===== src/rtl/gate_exerciser.sv =====
// Self-running sweep of a 2-input gate: drives every {a,b} vector,
// samples the gate output after a settle time and scores it against TRUTH.
module gate_exerciser #(
    parameter logic [3:0]  TRUTH  = 4'b0111,
    parameter int unsigned SETTLE = 2,
    parameter int unsigned PASSES = 1
) (
    input  logic       clk,
    input  logic       reset,
    input  logic       start,
    output logic       a_out,
    output logic       b_out,
    input  logic       s_in,
    output logic       busy,
    output logic       done,
    output logic       pass,
    output logic [3:0] err_count,
    output logic [3:0] fail_vec
);

    typedef enum logic [1:0] {IDLE, WAIT, SAMPLE, DONE} state_t;

    localparam logic [7:0] CNT_LOAD  = 8'(SETTLE);
    localparam logic [3:0] LAST_PASS = 4'(PASSES - 1);
    localparam state_t     FIRST     = (SETTLE == 0) ? SAMPLE : WAIT;

    state_t     state_q;
    logic [1:0] vec_q;
    logic [7:0] cnt_q;
    logic [3:0] pass_cnt_q;

    logic       mismatch;
    logic [3:0] err_d;
    logic [3:0] fail_d;
    logic [1:0] vec_d;
    logic       last_d;

    always_comb begin
        mismatch = (s_in != TRUTH[vec_q]);
        err_d    = err_count;
        fail_d   = fail_vec;
        if (mismatch) begin
            fail_d = fail_vec | (4'd1 << vec_q);
            if (err_count != 4'd15)
                err_d = err_count + 4'd1;
        end
        vec_d  = vec_q + 2'd1;
        last_d = (vec_q == 2'd3) && (pass_cnt_q == LAST_PASS);
    end

    always_ff @(posedge clk or posedge reset) begin
        if (reset) begin
            state_q    <= IDLE;
            vec_q      <= 2'd0;
            cnt_q      <= 8'd0;
            pass_cnt_q <= 4'd0;
            a_out      <= 1'b0;
            b_out      <= 1'b0;
            busy       <= 1'b0;
            done       <= 1'b0;
            pass       <= 1'b0;
            err_count  <= 4'd0;
            fail_vec   <= 4'd0;
        end else begin
            done <= 1'b0;
            case (state_q)
                IDLE: begin
                    if (start) begin
                        vec_q      <= 2'd0;
                        pass_cnt_q <= 4'd0;
                        a_out      <= 1'b0;
                        b_out      <= 1'b0;
                        cnt_q      <= CNT_LOAD;
                        err_count  <= 4'd0;
                        fail_vec   <= 4'd0;
                        pass       <= 1'b0;
                        busy       <= 1'b1;
                        state_q    <= FIRST;
                    end
                end
                WAIT: begin
                    cnt_q <= cnt_q - 8'd1;
                    if (cnt_q == 8'd1)
                        state_q <= SAMPLE;
                end
                SAMPLE: begin
                    err_count <= err_d;
                    fail_vec  <= fail_d;
                    if (last_d) begin
                        // pass must reflect the final sample too
                        pass    <= (err_d == 4'd0);
                        done    <= 1'b1;
                        state_q <= DONE;
                    end else begin
                        vec_q <= vec_d;
                        if (vec_q == 2'd3)
                            pass_cnt_q <= pass_cnt_q + 4'd1;
                        {a_out, b_out} <= vec_d;
                        cnt_q   <= CNT_LOAD;
                        state_q <= FIRST;
                    end
                end
                DONE: begin
                    busy    <= 1'b0;
                    state_q <= IDLE;
                end
                default: state_q <= IDLE;
            endcase
        end
    end

endmodule


===== config.mk =====
export PLATFORM = sky130hd
export DESIGN_NAME = gate_exerciser
export DESIGN_NICKNAME = d
export VERILOG_FILES = /design/src/rtl/gate_exerciser.sv
export SDC_FILE = /design/constraint.sdc
export NUM_CORES = 1
export LEC_CHECK = 0
export BUFFER_PORTS_ARGS = -buffer_cell sky130_fd_sc_hd__buf_2
export CAP_MARGIN = 40
export CORE_MARGIN = 2
export CORE_UTILIZATION = 45
export DETAILED_ROUTE_END_ITERATION = 8
export GPL_TIMING_DRIVEN = 0
export PLACE_DENSITY = 0.73
export RECOVER_POWER = 100
export SLEW_MARGIN = 20
export SYNTH_ARGS = -nofsm -noshare
export SYNTH_HDL_FRONTEND = slang
export SYNTH_SLANG_ARGS = --single-unit

===== constraint.sdc =====
create_clock -name clk -period 3.5 [get_ports clk]
set_clock_uncertainty 0.1 [all_clocks]
set_input_delay 0.35 -clock clk [delete_from_list [all_inputs] [get_ports clk]]
set_output_delay 0.35 -clock clk [all_outputs]
set_load 0.01 [all_outputs]

==> results.md <==
- Sequential-to-total area share from yosys stat: 44.3%
- Post-synthesis cell count: 154
- Syn Std Cell Area: 1520 sq um
- CTS max path bufs: 2
- Crit-path max cell delay: 0.48 ns
- Worst setup EP type: flop
- Reg clk slew, reported paths: 0.14 ns
- Final hold violations: 0
- Multi-input logic area: 726 sq um
- Total grt overflow: 0
- Fillers: 312
- Antenna diodes: 0
- Critical Path Slowest Stage Cell: dfrtp_1
- Clock Sinks: 27
- Commonest non-fill, non-tap cell in the layout: dfrtp_1
- Peak supply drop: 0.131 mV
- All-layer global routing usage: 16.9%
- Final setup violation count: 0
- Layout cells sized above 1: 10.2%
- Hold depth: 3
- Max Cap Viol: 0
- Routed len/inst: 13.2 um
- Slew HR: 37.7%
- Worst setup margin: 1.45 ns
- Ys Warns: 0
- Vias after detailed routing: 1232
- Crit path kind: reg -> reg
- RSZ-0062 raised after global routing: false
- Routed wire length: 2940 um
- R2R setup slack: 1.45 ns
- Total chip power: 458 uW
- Worst slew pin tran: 0.934 ns
- Vias in the first global route: 1278
- Resized Gates After CTS: 0
- Num CTS Buffers: 3
- Routability cong.: 0.787
- HPWL after DPL: 2180 um
- Area Overhead vs Synth: 8.13%
- Syn_area_per_cell: 9.90 sq um
- Initial antenna violation count: 0
- Vias/cell: 5.55
- Pin count of the biggest net entering global routing: 18
- Worst Path Arrival: 2.17 ns
- R2r startpoint: vec_q[1]
- Finished Core Util: 50.2%
- Ys flop type: dfrtp_1
- Asr flop ratio synth: 100%
- Syn_nets: 168
- Worst hold path class: in -> reg
- DR top layer: met4
- DIE AREA: 3870 sq um
- Pins Over Slew Limit: 0
- Critical path, cell by cell: ha_1 -> xor2_1 -> mux2_2 -> o41ai_1
- DR WL met3: 96 um
- Reg area: 676 sq um
- Crit path required time: 3.61 ns
- Initial DRT Pass Iterations: 4
- Nets: 191
- Core area: 3280 sq um
- Fmax: 488 MHz
- CP startpoint: vec_q[1]
- Met1 Wirelength: 1390 um
- Htree depth: 1
- Fin crit period: 2.05 ns
- Critical R2R Capture: pass
- Setup crit end: pass
- Setup bufs post-CTS: 0
- Crit-path max FO: 8
- Tcrit/Tclk final: 58.6%
- Worst setup SP type: flop
- Power Density: 278 nW/um^2
- Clock latency on the worst-skew pair: 0.31 ns
- ANT nets after route: 0
- Cell variety after synth: 45
- Status: finished clean
- Chip Width: 62.2 um
- Setup TNS: 0 ns
- Pre-CTS setup slack: 1.67 ns
- DR WL met2: 1440 um
- Row count: 21
- PortBufs: 16
- Root Driver: clkbuf_4
- Most frequent cells in the layout: dfrtp_1 (27), clkbuf_1 (16), o21ai_0 (14)
- Number of top-level pins: 17
- First-pass GRT wire length: 5440 um
- Die Y: 62.2 um
- Worst R2R Path Depth: 4
- DR DRC count: 0
- Register bit total from synthesis: 27
- Initial DRC count: 102
- EDFF count, synth: 0
- LEAKAGE: 0.743 nW
- CTS tree: done
- Starting Density: 46.4%
stage by stage:
step / hold WS (ns) / area [sq um] / std cells
floorplan: 0.303 / 1520 / 154
global placement: 0.374 / 1660 / 216
detailed placement: 0.302 / 1690 / 217
CTS: 0.271 / 1730 / 222
global route: 0.274 / 1650 / 222
finish: 0.275 / 1650 / 222
routing by layer:
layer	up-vias	global-route usage (%)
li1	603	-
met1	600	21.9
met2	27	30.2
met3	2	1.45
met4	0	5.28
met5	-	0
flip-flops by register name, indices dropped and copies added (netlist names):
register and count:
cnt_q 8, err_count 4, fail_vec 4, pass_cnt_q 4, state_q 2, b_out 1
busy 1, done 1, pass 1, vec_q 1
cells in the mapped netlist, types with 2 or more instances:
| master | number | area, sq um |
|---|---|---|
| ha_1 | 10 | 125 |
| inv_1 | 9 | 33.8 |
| inv_2 | 2 | 7.51 |
| nand4_1 | 2 | 12.5 |
| o21ai_0 | 13 | 65.1 |
| or3_1 | 3 | 18.8 |
| xor2_1 | 2 | 17.5 |
| buf_2 | 3 | 15.0 |
| buf_6 | 2 | 22.5 |
| nor3_1 | 3 | 15.0 |
| and3_1 | 2 | 12.5 |
| nand3_1 | 3 | 15.0 |
| mux2_2 | 2 | 22.5 |
| nor2_1 | 10 | 37.5 |
| a31oi_1 | 6 | 37.5 |
| a21oi_1 | 11 | 55.1 |
| dfrtp_1 | 27 | 676 |
| nand2_1 | 13 | 48.8 |
| nor4_1 | 4 | 25.0 |
| a22o_1 | 2 | 17.5 |
logic make-up after synthesis:
logic type | after synthesis | synth area share (%)
xor gates and xnor gates | 4 | 2.79
muxes | 2 | 1.48
and+or+nand+nor | 49 | 17.9
buffers and inverters | 17 | 5.66
AOI/OAI and AO/OA | 45 | 19.6
adders and majority gates | 10 | 8.21
DFF | 27 | 44.3
repair_timing:
action | 4_1_cts | 5_1_grt
hold buffers | 1 | 0
endpoints found under the setup margin | 0 | 0
endpoints found under the hold margin | 10 | 0
cell type report:
type                            count  area share [%]
Buffer                              6            2.66
Sequential cell                    27            41.0
Clock buffer                        4            1.59
Timing Repair Buffer               18            4.71
Multi-Input combinational cell    110            44.0
Inverter                           11            2.51
Tap cell                           46            3.49
power by group:
part	switching [mW]	leakage (nW)	total, mW	internal, mW
registers	0.000417	0.338	0.313	0.313
logic	0.00998	0.390	0.0139	0.00392
clock network	0.0868	0.0150	0.131	0.0445
total	0.0972	0.743	0.458	0.361
worst min path at each step:
| stage | startpoint | endpoint | slack [ns] |
|---|---|---|---|
| 2_1_floorplan | reset | b_out | 0.30 |
| 3_3_place_gp | fail_vec[0] | fail_vec[0] | 0.37 |
| 3_5_place_dp | reset | pass_cnt_q[1] | 0.30 |
| 4_1_cts | start | busy | 0.27 |
| 5_1_grt | start | state_q[0] | 0.27 |
| 6_report | start | busy | 0.27 |
critical path: cells and delay by family, from the launching register on:
family / cells / cell delay [ns]
flops: 1 / 0.48
mux: 1 / 0.39
fa+ha+maj: 1 / 0.24
compound gates: 1 / 0.25
xor+xnor: 1 / 0.48
Note: power is estimated with default switching activity, not from simulation.
